--- config.mk ---
export PLATFORM = sky130hd
export DESIGN_NAME = fmul_result_stage
export DESIGN_NICKNAME = d
export VERILOG_FILES = /design/src/rtl/fmul_result_stage.sv
export SDC_FILE = /design/constraint.sdc
export NUM_CORES = 1
export LEC_CHECK = 0
export ABC_AREA = 1
export BUFFER_PORTS_ARGS = -buffer_cell sky130_fd_sc_hd__buf_4
export CAP_MARGIN = 20
export CELL_PAD_IN_SITES_DETAIL_PLACEMENT = 0
export CELL_PAD_IN_SITES_GLOBAL_PLACEMENT = 1
export CORE_MARGIN = 2
export CORE_UTILIZATION = 40
export CTS_BUF_LIST = sky130_fd_sc_hd__clkbuf_4 sky130_fd_sc_hd__clkbuf_8
export DETAILED_ROUTE_END_ITERATION = 10
export HOLD_SLACK_MARGIN = 0.15
export PLACE_DENSITY_LB_ADDON = 0.08
export SLEW_MARGIN = 10
export SYNTH_ARGS = -nofsm -noshare
export SYNTH_HDL_FRONTEND = slang
export SYNTH_SLANG_ARGS = --single-unit
--- constraint.sdc ---
create_clock -name clk -period 4.09 [get_ports clk]
set_clock_uncertainty 0.1 [all_clocks]
set_input_delay 0.6135 -clock clk [delete_from_list [all_inputs] [get_ports clk]]
set_output_delay 0.6135 -clock clk [all_outputs]
set_load 0.01 [all_outputs]
--- src/rtl/fmul_result_stage.sv ---
// Registered 2-entry output FIFO behind the FP32 multiplier, with result classification and a delivered-result counter.
// Optional sticky class flags are built when FMUL_STICKY_FLAGS_EN is defined.
module fmul_result_stage #(
  parameter int unsigned DEPTH = 2,
  parameter int unsigned CNT_W = 16
) (
  input  logic             clk,
  input  logic             rst_n,
  input  logic             in_valid,
  output logic             in_ready,
  input  logic [31:0]      in_op,
  output logic             out_valid,
  input  logic             out_ready,
  output logic [31:0]      out_data,
  output logic [4:0]       out_class,
  output logic [CNT_W-1:0] res_count,
  output logic [3:0]       flags,
  input  logic             flag_clr
);

  localparam int unsigned DATA_W = 32;
  localparam int unsigned OCC_W  = 2;

  logic [DATA_W-1:0] mem [2];
  logic              wr_ptr;
  logic              rd_ptr;
  logic [OCC_W-1:0]  count;
  logic [OCC_W-1:0]  count_next_c;
  logic              push_c;
  logic              pop_c;
  logic [7:0]        exp_c;
  logic [22:0]       frac_c;

  assign push_c = in_valid & in_ready;
  assign pop_c  = out_valid & out_ready;

  // Occupancy update; a simultaneous push and pop leaves it unchanged.
  always_comb begin
    count_next_c = count;
    case ({push_c, pop_c})
      2'b10:   count_next_c = count + OCC_W'(1);
      2'b01:   count_next_c = count - OCC_W'(1);
      default: count_next_c = count;
    endcase
  end

  // Storage, pointers and handshake flags; in_ready/out_valid come from next occupancy only.
  always_ff @(posedge clk or negedge rst_n) begin
    if (!rst_n) begin
      mem[0]    <= '0;
      mem[1]    <= '0;
      wr_ptr    <= 1'b0;
      rd_ptr    <= 1'b0;
      count     <= '0;
      out_valid <= 1'b0;
      in_ready  <= 1'b1;
      res_count <= '0;
    end else begin
      if (push_c) begin
        mem[wr_ptr] <= in_op;
        wr_ptr      <= ~wr_ptr;
      end
      if (pop_c) begin
        rd_ptr    <= ~rd_ptr;
        res_count <= res_count + CNT_W'(1);
      end
      count     <= count_next_c;
      out_valid <= (count_next_c != '0);
      in_ready  <= (count_next_c != OCC_W'(DEPTH));
    end
  end

  assign out_data = mem[rd_ptr];
  assign exp_c    = out_data[30:23];
  assign frac_c   = out_data[22:0];

  // One-hot {nan, inf, normal, denorm, zero}; an empty FIFO reports zero.
  always_comb begin
    out_class = 5'b00001;
    if (out_valid) begin
      if (exp_c == 8'hFF) begin
        out_class = (frac_c == '0) ? 5'b01000 : 5'b10000;
      end else if (exp_c == 8'h00) begin
        out_class = (frac_c == '0) ? 5'b00001 : 5'b00010;
      end else begin
        out_class = 5'b00100;
      end
    end
  end

`ifdef FMUL_STICKY_FLAGS_EN
  // Sticky {nan, inf, denorm, zero}; a clear in the same cycle as a pop drops that pop's class.
  always_ff @(posedge clk or negedge rst_n) begin
    if (!rst_n) begin
      flags <= '0;
    end else if (flag_clr) begin
      flags <= '0;
    end else if (pop_c) begin
      flags <= flags | {out_class[4], out_class[3], out_class[1], out_class[0]};
    end
  end
`else
  logic unused_flag_clr;
  assign unused_flag_clr = flag_clr;
  assign flags           = 4'b0000;
`endif

endmodule

==> metrics.md <==
| Metric | Value |
|---|---|
| Routability congestion estimate | ~0.75 |
| Final min period | ~3.2 ns |
| Gr ovfl total | 0 |
| Fin util | 51.69% |
| Num ports | 96 |
| Dominant synthesized flop cell | dfrtp_1 |
| Power Dens Cells | ~770 nW/µm² |
| Setup Total Neg Slack | 0 ns |
| Slew @ Worst Pin | 0.7782 ns |
| Clock transition at path regs | approximately 0.090 ns |
| Total track usage | between 10% and 20% |
| Post-CTS Resized | 0 |
| R2r endpoint | out_valid |
| Fin worst setup slack | around 0.92 ns |
| Avg WL per Cell | about 13 µm |
| Multi-input gate area | 1535 µm² |
| Number of synthesized flops with an enable pin | 0 |
| Routed vias/inst | between 4 and 5 |
| Final ANT Viol Nets | 0 |
| Die ar. | between 10,000 and 15,000 µm² |
| Total CTS buffers | 9 |
| Max Cap Viol | 0 |
| Crit path kind | reg2out |
| Ys Warns | 0 |
| Post-route DRC | 0 |
| DIE HEIGHT | 105.0 µm |
| DR iter-0 viols | approximately 130 |
| Post-CTS Hold Fix Bufs | 0 |
| Vias in the first global route | approximately 3,200 |
| Ys async rst share | 100.0% |
| Deepest clock path buffer count | 2 |
| Share of layout cells above drive strength 1 | 21.50% |
| Number of setup violations in the final report | 0 |
| Mapped cell area | roughly 4000 µm² |
| Tot Pwr | approximately 0.0039 W |
| Std cell rows | 36 |
| P&R area growth vs syn | 24.41% |
| Detailed Place HPWL | ~6300 µm |
| Worst hold slack | ~0.23 ns |
| Max Freq | around 320 MHz |
| Number of synthesized register bits | 86 |
| Hold Vio Cnt, Final | 0 |
| Data required, critical path | approximately 3.4 ns |
| Critical Path Sink Type | output port |
| Outcome | completed |
| TritonRoute pass-1 iters | 4 |
| Largest net degree at the start of global routing | 66 |
| DP Worst Slack | 1.256 ns |
| Sink Count | 86 |
| CTS root buf | clkbuf_8 |
| Port Buffers | 90 |
| Crit Path Max Fanout | 19 |
| FF/Latch Area | 2153 µm² |
| NumNets Final | about 630 |
| First-pass GRT wire length | about 16,000 µm |
| Syn Inst Count | 509 |
| Max-slew violations | 0 |
| RSZ-0062 raised after global routing | no |
| Worst-skew pair later-pin latency | approximately 0.36 ns |
| Final period util | between 70% and 80% |
| Avg Inst Size Synth | between 8 and 9 µm² |
| Hold crit path type | in2async |
| Worst path arrival time | roughly 2.5 ns |
| CTS tree | built |
| Antenna violations before repair | 0 |
| Die width | about 100 µm |
| Final Routed Wirelength | approximately 9400 µm |
| Initial core utilization | around 42% |
| CP Launch Type | register |
| Htree depth | 3 |
| RR Startpoint | out_valid |
| Post-CTS Setup Inserts | 0 |
| Fillcell total | 1,000 |
| Core ar. | around 9800 µm² |
| Pleak | about 2.8 nW |
| Worst reg2reg setup slack | roughly 1.9 ns |
| Ant diodes | 0 |
| Worst rel slew slack | about half |
| R2r worst-path depth | 7 |
| Sequential share of the synthesized area | a little over half |
| Via count | 3,367 |
| Yosys cell types | 26 |
| VDD IR max | between 0.3 and 0.4 mV |
==> state kept, by name (all words and copies together), names as in the netlist <==
| register | flops |
|---|---|
| in_ready | 1 |
| res_count | 16 |
| mem | 64 |
| rd_ptr | 1 |
| wr_ptr | 1 |
| out_valid | 1 |
| count | 2 |
==> worst max-delay path, stage by stage, from the launching register on <==
cell and delay (ns):
dfrtp_1 0.66, buf_4 0.36, buf_4 0.24, nand2_1 0.08, o21ai_2 0.07, nand3_1 0.10, nor2_1 0.12, nand3_1 0.16
nor2_1 0.16, buf_4 0.14
==> logic make-up after synthesis <==
logic type                 after synthesis  share of synthesized area, %
AOI/OAI and AO/OA                       76                         9.874
buffers and inverters                   92                         9.997
and+or+nand+nor                        235                         23.00
xor gates and xnor gates                17                         3.649
adders and majority gates                2                        0.6132
DFF                                     86                         52.78
other                                    1                       0.09191
==> layout make-up <==
cell class,count,area share (%)
sequential,86,42.42
multi-input combinational,334,30.24
timing repair buffer,95,14.44
inverter,69,5.152
tap,133,3.278
clock buffer,11,2.859
clock inverter,5,1.602
==> routing by layer <==
layer	share of wire [%]	global-route usage [%]	vias to the layer above
met3	3.9	3.306	13
met5	0	0	-
met1	49	24.94	1561
met2	46	27.55	67
met4	1.6	6.381	0
li1	-	-	1726
==> synthesized netlist by cell type, types with 2 or more instances <==
master    number  area (µm²)
nor2_1        27       101.4
o21ai_2        6       52.55
buf_2          3       15.01
ha_1           2       25.02
xnor2_1        7       61.31
o21ai_0       68       340.3
buf_4          4       30.03
buf_6          4       45.04
nand2_1      179       671.9
nand3_1       13       65.06
nand2_2        3       18.77
nand4_1        3       18.77
inv_1         68       255.2
or2_2          2       12.51
a21oi_1        2       10.01
nor3_1         3       15.01
nor2_2         3       18.77
dfrtp_1       85        2127
clkbuf_1      11       41.29
xor2_1        10       87.58
==> layout by cell type (no fill, tap or decap), types with 4 or more instances in the layout <==
cell,instances
o21ai_0,68
conb_1,4
nor2_1,27
nand3_1,12
o21ai_2,6
buf_4,94
nand2_1,179
inv_1,68
xnor2_1,7
xor2_1,10
dfrtp_1,85
clkbuf_8,10
==> how the worst max path moves through the flow <==
stage                     slack (ns)  startpoint      endpoint
after floorplan                 1.97      rd_ptr  out_class[1]
after global placement          1.25      rd_ptr  out_class[1]
after detailed placement        1.26      rd_ptr  out_class[1]
after CTS                       0.85      rd_ptr  out_class[1]
after global routing            0.64      rd_ptr  out_class[3]
final                           0.92      rd_ptr  out_class[3]
==> power by group <==
part / leakage, nW / switching (W) / internal (W)
registers: 1.07 / 0.000242 / 0.00121
clock network: 0.113 / 0.000311 / 0.000369
logic: 1.59 / 0.00104 / 0.000755
total: 2.78 / 0.00159 / 0.00233
==> per-stage QoR <==
| stage | area [µm²] | std cells |
|---|---|---|
| floorplan | 4091 | 512 |
| detailed placement | 4822 | 716 |
| global placement | 4822 | 716 |
| global route | 5076 | 733 |
| CTS | 5049 | 732 |
| finish | 5076 | 733 |
No activity file was read; power rests on OpenSTA's default activity.
